==> src/rtl/uart_pkg.sv <==
// uart_pkg
//   Shared UART transmit definitions: serializer state encoding and the
//   framing constants (data bits per frame, start and stop line levels).
package uart_pkg;

    typedef enum logic [2:0] {
        IDLE   = 3'd0,
        START  = 3'd1,
        DATA   = 3'd2,
        PARITY = 3'd3,
        STOP   = 3'd4
    } uart_tx_state_t;

    localparam int   UART_DATA_BITS = 8;
    localparam logic UART_START_LVL = 1'b0;
    localparam logic UART_STOP_LVL  = 1'b1;

endpackage

==> src/rtl/uart_tx_fifo.sv <==
// uart_tx_fifo
//   Synchronous byte FIFO feeding the UART serializer. The head entry is
//   presented combinationally on rd_data. Writes to a full FIFO are dropped
//   and latch the sticky overflow flag until reset.
//
// Ports:
//   clk       in   system clock, rising edge
//   rst       in   synchronous reset, active low
//   w_enable  in   write strobe
//   w_data    in   byte to write
//   rd_en     in   pop the head entry (ignored when empty)
//   rd_data   out  head entry
//   full      out  FIFO holds FIFO_DEPTH entries
//   empty     out  FIFO holds no entries
//   count     out  current occupancy
//   overflow  out  sticky dropped-write flag
module uart_tx_fifo #(
    parameter int FIFO_DEPTH = 16
) (
    input  logic                          clk,
    input  logic                          rst,
    input  logic                          w_enable,
    input  logic [7:0]                    w_data,
    input  logic                          rd_en,
    output logic [7:0]                    rd_data,
    output logic                          full,
    output logic                          empty,
    output logic [$clog2(FIFO_DEPTH):0]   count,
    output logic                          overflow
);

    localparam int PTR_W = $clog2(FIFO_DEPTH);
    localparam int CNT_W = PTR_W + 1;

    logic [7:0]       r_mem [FIFO_DEPTH];
    logic [PTR_W-1:0] r_wr_ptr;
    logic [PTR_W-1:0] r_rd_ptr;
    logic [CNT_W-1:0] r_count;
    logic             r_overflow;

    logic             w_full;
    logic             w_empty;
    logic             w_push;
    logic             w_pop;

    // full is taken from the registered count, so a write to a full FIFO is
    // dropped even when a pop frees a slot on the same edge.
    assign w_full  = (r_count == CNT_W'(FIFO_DEPTH));
    assign w_empty = (r_count == '0);
    assign w_push  = w_enable & ~w_full;
    assign w_pop   = rd_en & ~w_empty;

    always_ff @(posedge clk) begin
        if (w_push) begin
            r_mem[r_wr_ptr] <= w_data;
        end
    end

    always_ff @(posedge clk) begin
        if (!rst) begin
            r_wr_ptr   <= '0;
            r_rd_ptr   <= '0;
            r_count    <= '0;
            r_overflow <= 1'b0;
        end else begin
            if (w_push) begin
                r_wr_ptr <= r_wr_ptr + PTR_W'(1);
            end
            if (w_pop) begin
                r_rd_ptr <= r_rd_ptr + PTR_W'(1);
            end
            case ({w_push, w_pop})
                2'b10:   r_count <= r_count + CNT_W'(1);
                2'b01:   r_count <= r_count - CNT_W'(1);
                default: r_count <= r_count;
            endcase
            if (w_enable && w_full) begin
                r_overflow <= 1'b1;
            end
        end
    end

    assign rd_data  = r_mem[r_rd_ptr];
    assign full     = w_full;
    assign empty    = w_empty;
    assign count    = r_count;
    assign overflow = r_overflow;

endmodule

==> src/rtl/uart_tx_port.sv <==
// uart_tx_port
//   Byte-wide UART transmit port. Core writes are queued in uart_tx_fifo and
//   drained by a baud-rate serializer onto tx as 8N1 frames, or 8E1 frames
//   when the macro UART_TX_PARITY_EN is defined (even parity bit after bit 7).
//
// Ports:
//   clk       in   system clock, rising edge
//   rst       in   synchronous reset, active low; abandons any frame
//   w_enable  in   one-cycle byte write strobe
//   w_data    in   byte written when w_enable=1
//   full      out  FIFO full
//   empty     out  FIFO empty
//   count     out  FIFO occupancy
//   overflow  out  sticky flag, a write was dropped
//   busy      out  serializer not idle
//   tx        out  registered serial line, idles high
module uart_tx_port
    import uart_pkg::*;
#(
    parameter int CLK_HZ     = 27_000_000,
    parameter int BAUD       = 115_200,
    parameter int FIFO_DEPTH = 16
) (
    input  logic                          clk,
    input  logic                          rst,
    input  logic                          w_enable,
    input  logic [7:0]                    w_data,
    output logic                          full,
    output logic                          empty,
    output logic [$clog2(FIFO_DEPTH):0]   count,
    output logic                          overflow,
    output logic                          busy,
    output logic                          tx
);

    localparam int                DIV      = CLK_HZ / BAUD;
    localparam int                CNT_W    = $clog2(DIV);
    localparam logic [CNT_W-1:0]  CNT_LOAD = CNT_W'(DIV - 1);
    localparam logic [2:0]        LAST_BIT = 3'(UART_DATA_BITS - 1);

    uart_tx_state_t   r_state;
    uart_tx_state_t   w_state_nxt;
    logic [CNT_W-1:0] r_baud_cnt;
    logic [CNT_W-1:0] w_cnt_nxt;
    logic [2:0]       r_bit_idx;
    logic [2:0]       w_idx_nxt;
    logic [7:0]       r_shift;
    logic [7:0]       w_shift_nxt;
    logic             r_tx;
    logic             w_tx_nxt;
    logic             w_pop;
    logic [7:0]       w_rd_data;
    logic             w_empty;
`ifdef UART_TX_PARITY_EN
    logic             r_parity;
    logic             w_parity_nxt;
`endif

    uart_tx_fifo #(
        .FIFO_DEPTH (FIFO_DEPTH)
    ) u_fifo (
        .clk      (clk),
        .rst      (rst),
        .w_enable (w_enable),
        .w_data   (w_data),
        .rd_en    (w_pop),
        .rd_data  (w_rd_data),
        .full     (full),
        .empty    (w_empty),
        .count    (count),
        .overflow (overflow)
    );

    // Control state: FSM, baud counter, bit index and the tx line register.
    always_ff @(posedge clk) begin
        if (!rst) begin
            r_state    <= IDLE;
            r_baud_cnt <= '0;
            r_bit_idx  <= '0;
            r_tx       <= UART_STOP_LVL;
        end else begin
            r_state    <= w_state_nxt;
            r_baud_cnt <= w_cnt_nxt;
            r_bit_idx  <= w_idx_nxt;
            r_tx       <= w_tx_nxt;
        end
    end

    // Shift data carries no reset; it is always reloaded on a pop.
    always_ff @(posedge clk) begin
        r_shift  <= w_shift_nxt;
`ifdef UART_TX_PARITY_EN
        r_parity <= w_parity_nxt;
`endif
    end

    always_comb begin
        w_state_nxt  = r_state;
        w_cnt_nxt    = r_baud_cnt;
        w_idx_nxt    = r_bit_idx;
        w_shift_nxt  = r_shift;
        w_tx_nxt     = r_tx;
        w_pop        = 1'b0;
`ifdef UART_TX_PARITY_EN
        w_parity_nxt = r_parity;
`endif
        case (r_state)
            IDLE: begin
                // empty is registered, so a byte written this cycle is only
                // seen (and popped) on the following edge.
                if (!w_empty) begin
                    w_pop       = 1'b1;
                    w_state_nxt = START;
                    w_cnt_nxt   = CNT_LOAD;
                    w_tx_nxt    = UART_START_LVL;
                    w_shift_nxt = w_rd_data;
`ifdef UART_TX_PARITY_EN
                    w_parity_nxt = ^w_rd_data;
`endif
                end
            end
            START: begin
                if (r_baud_cnt == '0) begin
                    w_state_nxt = DATA;
                    w_cnt_nxt   = CNT_LOAD;
                    w_tx_nxt    = r_shift[0];
                end else begin
                    w_cnt_nxt = r_baud_cnt - CNT_W'(1);
                end
            end
            DATA: begin
                if (r_baud_cnt == '0) begin
                    w_cnt_nxt = CNT_LOAD;
                    if (r_bit_idx == LAST_BIT) begin
                        w_idx_nxt = '0;
`ifdef UART_TX_PARITY_EN
                        w_state_nxt = PARITY;
                        w_tx_nxt    = r_parity;
`else
                        w_state_nxt = STOP;
                        w_tx_nxt    = UART_STOP_LVL;
`endif
                    end else begin
                        // The line always shows r_shift[0]; shifting right
                        // exposes the next bit, LSB first.
                        w_idx_nxt   = r_bit_idx + 3'd1;
                        w_shift_nxt = {1'b0, r_shift[7:1]};
                        w_tx_nxt    = r_shift[1];
                    end
                end else begin
                    w_cnt_nxt = r_baud_cnt - CNT_W'(1);
                end
            end
`ifdef UART_TX_PARITY_EN
            PARITY: begin
                if (r_baud_cnt == '0) begin
                    w_state_nxt = STOP;
                    w_cnt_nxt   = CNT_LOAD;
                    w_tx_nxt    = UART_STOP_LVL;
                end else begin
                    w_cnt_nxt = r_baud_cnt - CNT_W'(1);
                end
            end
`endif
            STOP: begin
                if (r_baud_cnt == '0) begin
                    w_state_nxt = IDLE;
                end else begin
                    w_cnt_nxt = r_baud_cnt - CNT_W'(1);
                end
            end
            default: begin
                w_state_nxt = IDLE;
                w_tx_nxt    = UART_STOP_LVL;
            end
        endcase
    end

    assign empty = w_empty;
    assign busy  = (r_state != IDLE);
    assign tx    = r_tx;

endmodule

==> config.mk <==
export PLATFORM = sky130hd
export DESIGN_NAME = uart_tx_port
export DESIGN_NICKNAME = d
export VERILOG_FILES = /design/src/rtl/uart_pkg.sv /design/src/rtl/uart_tx_fifo.sv /design/src/rtl/uart_tx_port.sv
export SDC_FILE = /design/constraint.sdc
export NUM_CORES = 1
export LEC_CHECK = 0
export ABC_AREA = 1
export CORE_UTILIZATION = 50
export DETAILED_ROUTE_END_ITERATION = 8
export PLACE_DENSITY = 0.64
export SYNTH_ARGS = -nofsm -noshare
export SYNTH_HDL_FRONTEND = slang
export SYNTH_SLANG_ARGS = --single-unit
==> constraint.sdc <==
create_clock -name clk -period 2.2 [get_ports clk]
set_input_delay 0.66 -clock clk [delete_from_list [all_inputs] [get_ports clk]]
set_output_delay 0.66 -clock clk [all_outputs]
set_load 0.01 [all_outputs]
# Word-level counts from Yosys, hierarchy flattened

Memory sizes are Yosys's and may differ from the RTL's. A register that Yosys moved wholly into a read port is not among the register bits.
Index checks and enable logic that the tools add are counted.

Register bits: 37
Bits in writable memories: 128
Input bits: 11
Logic and storage cells: 76
Memories kept: 1

Memories:

| memory       | words | width | rd ports | clocked after Yosys merged registers in | wr ports | line               | RTL |
|---|---|---|---|---|---|---|---|
| u_fifo.r_mem | 16    | 8     | 1        | 1                                       | 1        | uart_tx_fifo.sv:35 | `logic [7:0] r_mem [FIFO_DEPTH];` |

Add/subtract/negate cells: 6
Equal/unequal tests: 14
Mux-type cells: 27
Bitwise logic cells: 5
Reduce and logical (&&, ||, !) cells: 14

Operators with widths:

| operator              | count |
|---|---|
| $mux W8               | 6 |
| $pmux W8 S3           | 1 |
| $mux W3               | 6 |
| $pmux W8 S2           | 1 |
| $ne A2 B2 Y1 const B  | 7 |
| $pmux W3 S4           | 1 |
| $pmux W5 S2           | 1 |
| $add A4 B1 Y4 const B | 2 |
| $logic_not A8 Y1      | 1 |
| $mux W1               | 8 |
| $mux W4               | 2 |
| $reduce_and A4 Y1     | 2 |
| $sub A8 B1 Y8 const B | 1 |
| $eq A3 B3 Y1 const B  | 2 |
| $reduce_bool A3 Y1    | 2 |
| $add A5 B1 Y5 const B | 1 |
| $eq A5 B5 Y1 const B  | 1 |
| $logic_not A5 Y1      | 1 |
| $reduce_and A5 Y1     | 1 |
| $sub A5 B1 Y5 const B | 1 |
| $pmux W1 S4           | 1 |
| $reduce_bool A2 Y1    | 2 |
| $add A3 B1 Y3 const B | 1 |
| $eq A3 B1 Y1 const B  | 1 |
| 10 further kinds      | 13 |

# Longest topological paths before layout

Gate-level depths: netlist (run 1).

Word-level depth: 6
Depth in mapped cells: 15
Depth with buffers taken out: 15

# By module

From an unflattened synthesis (run 1), not the netlist that was laid out.

Cell total of the unflattened synthesis: 659
Area total of the unflattened synthesis: 7459.7 um^2

Modules (own cells, without submodules):

| module       | times used | cells an instance | area an instance (um^2) | seq. area each (um^2) |
|---|---|---|---|---|
| uart_tx_fifo | 1          | 478               | 6104.6                  | 4204.0 |
| uart_tx_port | 1          | 181               | 1355.0                  | 540.5 |

# Worst setup path after synthesis (run 1)

No wires, ideal clock.

Kind: input -> register
From: input port w_enable
To: register u_fifo.r_count[4], in the netlist u_fifo.count[4]
Arrival time: 1853 ps
Data required time: 2083 ps
Path slack: 230 ps
Stages on the path: 11
Path buffers: 0
Path through: nand2_1 > ha_1 > xor2_1 > ha_1 > inv_1 > nand2_1 > nand2_1 > nand3_1 > nand2_1 > nor2_1 > nor2_1

Longest elaborated chain between the ends: 3
Elaborated cells on any way between the ends: 5

RTL lines:

| what                                                     | line               | RTL |
|---|---|---|
| start: declaration                                       | uart_tx_port.sv:26 | `input logic w_enable,` |
| $and A1 B1 Y1 *                                          | uart_tx_fifo.sv:50 | `assign w_push = w_enable & ~w_full;` |
| $eq A2 B1 Y1 / $eq A2 B2 Y1 (equally long branches)      | uart_tx_fifo.sv:72 | `case ({w_push, w_pop})` |
| $pmux W5 S2 / $reduce_bool A2 Y1 (equally long branches) | n/a                |  |
| end signal: assignment                                   | uart_tx_fifo.sv:73 | `2'b10: r_count <= r_count + CNT_W'(1);` |
| end signal: assignment                                   | uart_tx_fifo.sv:74 | `2'b01: r_count <= r_count - CNT_W'(1);` |
| end signal: assignment                                   | uart_tx_fifo.sv:75 | `default: r_count <= r_count;` |
| end: declaration                                         | uart_tx_fifo.sv:38 | `logic [CNT_W-1:0] r_count;` |

Mark *: on every way between the ends. The rest lies on a longest branch, timed or not.
A chain may end at the register's enable or synchronous reset.

# Worst setup path in the final report (run 1)

From: register u_fifo.r_count[2], in the netlist u_fifo.count[2]
To: output port count[2]

RTL lines:

| what             | line               | RTL |
|---|---|---|
| end: declaration | uart_tx_port.sv:30 | `output logic [$clog2(FIFO_DEPTH):0] count,` |

No word-level cell between the ends.

==> impl_metrics.toml, run 1 <==
[run_status]
status = "completed"

[floorplanning]
fp-row-count = 43
fp.dieW_um = 121
core-area_sq_mm = 0.0138
die_h_um = 121
die-area_sq_mm = 0.0146
initial_core_util = 0.512
ios = 21

[clock_tree]
hold_buffers = 0
clk_path_buf_depth = 2
cts_max_level = 4
cts_made_buffers = 17
post_cts_buffers = 0
clock-sinks = 169
cts_tree = "built"
path_clk_slew_ps = 60
clockRootBuffer = "clkbuf_16"
insertion_delay_ps = 430

[timing]
fmaxAchievable_mhz = 466
tns_ps = 0
fin_crit_sh = 0.975
drv_slew = 0
fin_ws_ps = 54.9
setup-violations-final = 0
min_period_ps = 2150
maxSlewHeadroom = 0.533
tightest_slew_ps = 698
hold_viol = 0
finClkSkew_ps = 5.92
rsz0062_at_grt = "false"

[global_route]
grt_pass1_vias = 4774
grt_overflow = 0
antenna_found_initial = 0
grt_usage = 0.228
grt_max_degree = 46
grt_first_pass_wirelength_mm = 24.6

[flow_run]
drv_cap = 0

[critical_path]
slowest_stage = "clkdlybuf4s50_1"
cp_max_fo = 5
r2r_start = "u_fifo.count[3]$_SDFFE_PN0P_"
r2r_end = "u_fifo.count[2]$_SDFFE_PN0P_"
reg2reg_depth = 12
worstPathCellList = "buf_4, clkdlybuf4s50_1"
cp-end-kind = "output pin"
startpoint_type = "flop"
crit_required_ps = 1540
worst-setup-path-type = "reg -> out"
critPathMaxStageDelay_ps = 550
critical_path_arrival_ps = 1490
r2r_slack_ps = 220

[logic_synthesis]
ys_warn_count = 0
syn_inst = 633
synth_area_leaders = "edfxtp_1 58%, dfxtp_1 9.3%, nor2_1 6.8%"
synth_top_family_by_area = "compound AO/OA/AOI/OAI gates"
synth_compound_area_frac = 0.130
synth_cell_types = 33
synthMuxAreaShare = 0
yosysTopAreaCell = "edfxtp_1"
synth_seq_cells = 169
synth_area_sq_mm = 0.00708
synth_xor_area_frac = 0.00619
synthAdderAreaFrac = 0.0212
synth-simple-area-share = 0.130
syn_area_per_cell_sq_um = 11.2
synth_fp_nets = 656
synth_top_area_share = 0.577
ys_seq_area_frac = 0.670

[layout]
fin_cells = 878
antenna_cells = 0
final_util = 0.596
layout.nets = 709
final_common_cell = "edfxtp_1"
final_area_sq_mm = 0.00824
layout_common_cells = "136 x edfxtp_1, 128 x nor2_1, 85 x o21ai_0, 42 x inv_1, 42 x buf_4"
syn_to_final_growth_pct = 16.5
layout-drive-gt1-share = 0.130

[route]
firstDrtPassIters = 5
dr.first_iter.drc_count = 424
via_per_inst = 5.57
wl_met2_mm = 7.61
wl_met1_mm = 6.70
vias = 4893
top_layer_used = "met4"
drtAntennaViolNets = 0
wl_met3_um = 600
drc = 0
post_drt_wl_per_cell_um = 17.4
wirelength_mm = 15.3

[place]
post-place-ws_ps = -216
dp_hpwl_mm = 9.90
portBuffers = 20
dp.cells = 847
placed_cell_area_sq_mm = 0.00770
gp_congestion = 0.949

[pwr]
peakVddDrop_uv = 600
power_density_mw_per_mm2 = 1210
total_leakage_power_nw = 3.01

[min_path]
hp-class = "reg -> reg"
holdPathEnd = "r_baud_cnt[5]$_SDFFE_PN0P_"
min_delay_path_depth = 2
min_from = "r_baud_cnt[5]$_SDFFE_PN0P_"
-- through the flow --
step / hold slack, ps / total power, mW
finish: 461 / 10.0
floorplan: 439 / 6.36
global route: 485 / 10.6
global placement: 450 / 7.27
CTS: 467 / 9.99
detailed placement: 459 / 7.35
-- synth_stat cells, drive strengths merged --
master  instances
a31oi           7
clkbuf         18
dfxtp          33
o21a            1
a31o            1
edfxtp        136
nand4           5
a21oi          21
ha             12
nand3          32
o22ai           8
xor2            5
o221ai         25
buf            10
inv            47
o21ai          87
a211oi          2
nand2          45
nor3            2
nor2          133
o211ai          3
-- state kept, by name (all words and copies together) (netlist names), named ones only --
signal	count
r_baud_cnt	8
r_bit_idx	3
r_shift	8
r_state	3
tx	1
u_fifo.count	5
u_fifo.overflow	1
u_fifo.r_mem	128
u_fifo.r_rd_ptr	4
u_fifo.r_wr_ptr	4
-- timing repair --
item,CTS,global route
gates resized for setup,4,4
endpoints found under the hold margin,0,0
pin swaps,0,1
setup endpoints to repair,3,2
-- routing by layer --
layer | global-route usage | vias up
met5 | 0 | -
met4 | 0.0918 | 0
met3 | 0.0414 | 28
met2 | 0.380 | 130
met1 | 0.296 | 2359
li1 | - | 2376
-- cell families (layout without fill, tap and decap cells) --
family / count (synthesis) / in the layout
AND/OR/NAND/NOR: 217 / 217
flip-flops: 169 / 169
AO/OA/AOI/OAI: 155 / 155
buffers and inverters: 75 / 140
adder cells (fa/ha/maj): 12 / 12
XOR/XNOR: 5 / 5
-- layout make-up --
type / count / area (sq um)
multi-input cells: 389 / 2060
clock buffers: 22 / 444
repair buffers: 62 / 512
inverters: 47 / 179
flip-flops and latches: 169 / 4750
fillers: 1126 / 5580
clock inverters: 9 / 77.6
well taps: 180 / 225
-- critical path, delay by kind of cell (launching register included) --
family / cells / cell delay [ps]
DFF: 1 / 350
buffers and inverters: 2 / 710
-- worst max-delay path by stage --
stage	depth (start not counted)	start	slack, ps	end
6_report	2	u_fifo.count[2]$_SDFFE_PN0P_	50	count[2]
5_1_grt	2	u_fifo.count[2]$_SDFFE_PN0P_	7	count[2]
3_3_place_gp	11	w_enable	-190	u_fifo.count[4]$_SDFFE_PN0P_
2_1_floorplan	11	w_enable	230	u_fifo.count[4]$_SDFFE_PN0P_
4_1_cts	2	u_fifo.count[2]$_SDFFE_PN0P_	70	count[2]
3_5_place_dp	12	w_enable	-220	u_fifo.count[4]$_SDFFE_PN0P_
-- power by group --
group	switching (mW)	internal, mW
Clock	1.13	1.53
Sequential	0.160	3.84
Combinational	2.16	1.18
No activity file was read; power rests on OpenSTA's default activity.
==> run 2, diff against run 1 <==
CELL_PAD_IN_SITES_DETAIL_PLACEMENT = 1   (was unset)
CELL_PAD_IN_SITES_GLOBAL_PLACEMENT = 2   (was unset)
CORE_UTILIZATION = 42   (was 50)
PLACE_DENSITY = 0.77   (was 0.64)
==> run 2 against run 1 <==
Effect of this change:
- register-to-register slack gained 20 ps
- critical path depth is the same
- total power grew 8.7%
- combinational power grew 8.1%
- non-clock buffer count grew 4
- via count grew 2.4%
- die area grew 19%
- flip-flop and latch count is the same
- maximum frequency shrank 0.27%
- worst setup slack lost 5.8 ps
- core utilization shrank 8.2 points
- sequential power grew 1%
==> impl_metrics.toml, run 2 (synthesis gave the netlist of run 1 again) <==
[layout]
layout.nets = 713
final_common_cell = "edfxtp_1"
syn_to_final_growth_pct = 20.1
final_util = 0.514
multi_input_area_sq_mm = 0.00208
top_register = "u_fifo.r_mem"
final_area_sq_mm = 0.00850
top_regs = "u_fifo.r_mem: 128 flops, r_baud_cnt: 8 flops, r_shift: 8 flops"
antenna_cells = 0
seq_area_sq_mm = 0.00475
layout_common_cells = "136 x edfxtp_1, 129 x nor2_1, 85 x o21ai_0, 43 x buf_4, 42 x inv_1"
layout-drive-gt1-share = 0.145
fillers = 1761
largest_register_ffs = 128

[floorplanning]
fp-row-count = 47
fp.dieW_um = 132
die-area_sq_mm = 0.0174
core-area_sq_mm = 0.0165
ios = 21
initial_core_util = 0.428
die_h_um = 132

[critical_path]
startpoint_type = "flop"
cp-end-kind = "output pin"
worstPathCellList = "buf_4, clkdlybuf4s50_1"
cp_max_fo = 5
critical_path_arrival_ps = 1490
crit_required_ps = 1540
slowest_stage = "clkdlybuf4s50_1"
critPathMaxStageDelay_ps = 540
worst-setup-path-type = "reg -> out"

[global_route]
grt_usage = 0.221
grt_max_degree = 33
grt_first_pass_wirelength_mm = 28.6
grt_pass1_vias = 5388
grt_overflow = 0
antenna_found_initial = 0

[timing]
min_period_ps = 2150
drv_slew = 0
tightest_slew_ps = 633
finClkSkew_ps = 6.36
maxSlewHeadroom = 0.576
rsz0062_at_grt = "false"
fin_ws_ps = 49.1
fmaxAchievable_mhz = 465
setup-violations-final = 0
hold_viol = 0
fin_crit_sh = 0.978

[place]
placed_cell_area_sq_mm = 0.00781
post-place-ws_ps = -323
dp_hpwl_mm = 11.9
gp_congestion = 0.801
portBuffers = 20

[clock_tree]
insertion_delay_ps = 430
cts_tree = "built"
cts_max_level = 4
hold_buffers = 0
cts_made_buffers = 17
clock-sinks = 169
path_clk_slew_ps = 60
clk_path_buf_depth = 2
clockRootBuffer = "clkbuf_16"

[min_path]
hp-class = "reg -> reg"

[route]
via_per_inst = 5.43
wirelength_mm = 17.9
drc = 0
firstDrtPassIters = 5
post_drt_wl_per_cell_um = 19.4
dr.first_iter.drc_count = 276
vias = 5009
drtAntennaViolNets = 0

[run_status]
status = "completed"

[pwr]
power_density_mw_per_mm2 = 1280
peakVddDrop_uv = 628
p_total_mw = 10.9
total_leakage_power_nw = 3.10

[flow_run]
drv_cap = 0
-- run 2: final cells by class --
type	instances	area share
sequential	169	0.559
multi-input combinational	389	0.245
inverter	47	0.0211
timing repair buffer	66	0.0682
tap	220	0.0324
clock buffer	20	0.0514
clock inverter	12	0.0233
-- run 2: routing by layer --
metal / global-route usage / wire, um / vias up
met4: 0.104 / 534 / 0
li1: - / - / 2378
met2: 0.380 / 9040 / 76
met3: 0.0423 / 501 / 34
met1: 0.269 / 7860 / 2521
met5: 0 / 0 / -
-- run 2: power breakdown --
part | total [mW] | switching (mW) | internal (mW) | leakage (nW)
clock | 3.23 | 1.22 | 2.01 | 0.294
combinational | 3.62 | 2.31 | 1.31 | 1.30
sequential | 4.04 | 0.193 | 3.85 | 1.51
total | 10.9 | 3.72 | 7.17 | 3.10
-- run 2: path summary, 6_finish.rpt --
| check | to | slack [ps] | startpoint | cells past startpoint |
|---|---|---|---|---|
| hold / removal | r_baud_cnt[5]$_SDFFE_PN0P_ | 470 | r_baud_cnt[5]$_SDFFE_PN0P_ | 2 |
| setup / recovery | count[2] | 50 | u_fifo.count[2]$_SDFFE_PN0P_ | 2 |
| hold reg to reg | r_baud_cnt[5]$_SDFFE_PN0P_ | 470 | r_baud_cnt[5]$_SDFFE_PN0P_ | 2 |
| setup reg to reg | u_fifo.count[4]$_SDFFE_PN0P_ | 240 | u_fifo.count[3]$_SDFFE_PN0P_ | 15 |
-- run 2: timing repair --
item | 4_1_cts | 5_1_grt
gates resized for setup | 5 | 7
buffers inserted | 1 | 0
endpoints found under the setup margin | 3 | 4
endpoints found under the hold margin | 0 | 0
pin swaps | 1 | 0
-- run 2: stage by stage --
stage,cells,hold slack [ps],TNS (ps)
floorplan,633,439,0
global placement,890,452,-16210
detailed placement,890,462,-22340
CTS,923,473,0
global route,923,502,0
finish,923,468,0
-- run 2: worst max-delay path, delay by kind of cell, from the launching register on --
family	cells	cell delay, ps
buffers and inverters	2	710
flip-flops	1	350
==> run 3, diff against run 2 <==
GPL_ROUTABILITY_DRIVEN = 0   (was unset)
==> results of run 3 <==
The final DEF is identical to that of run 2; final timing and power are the same.
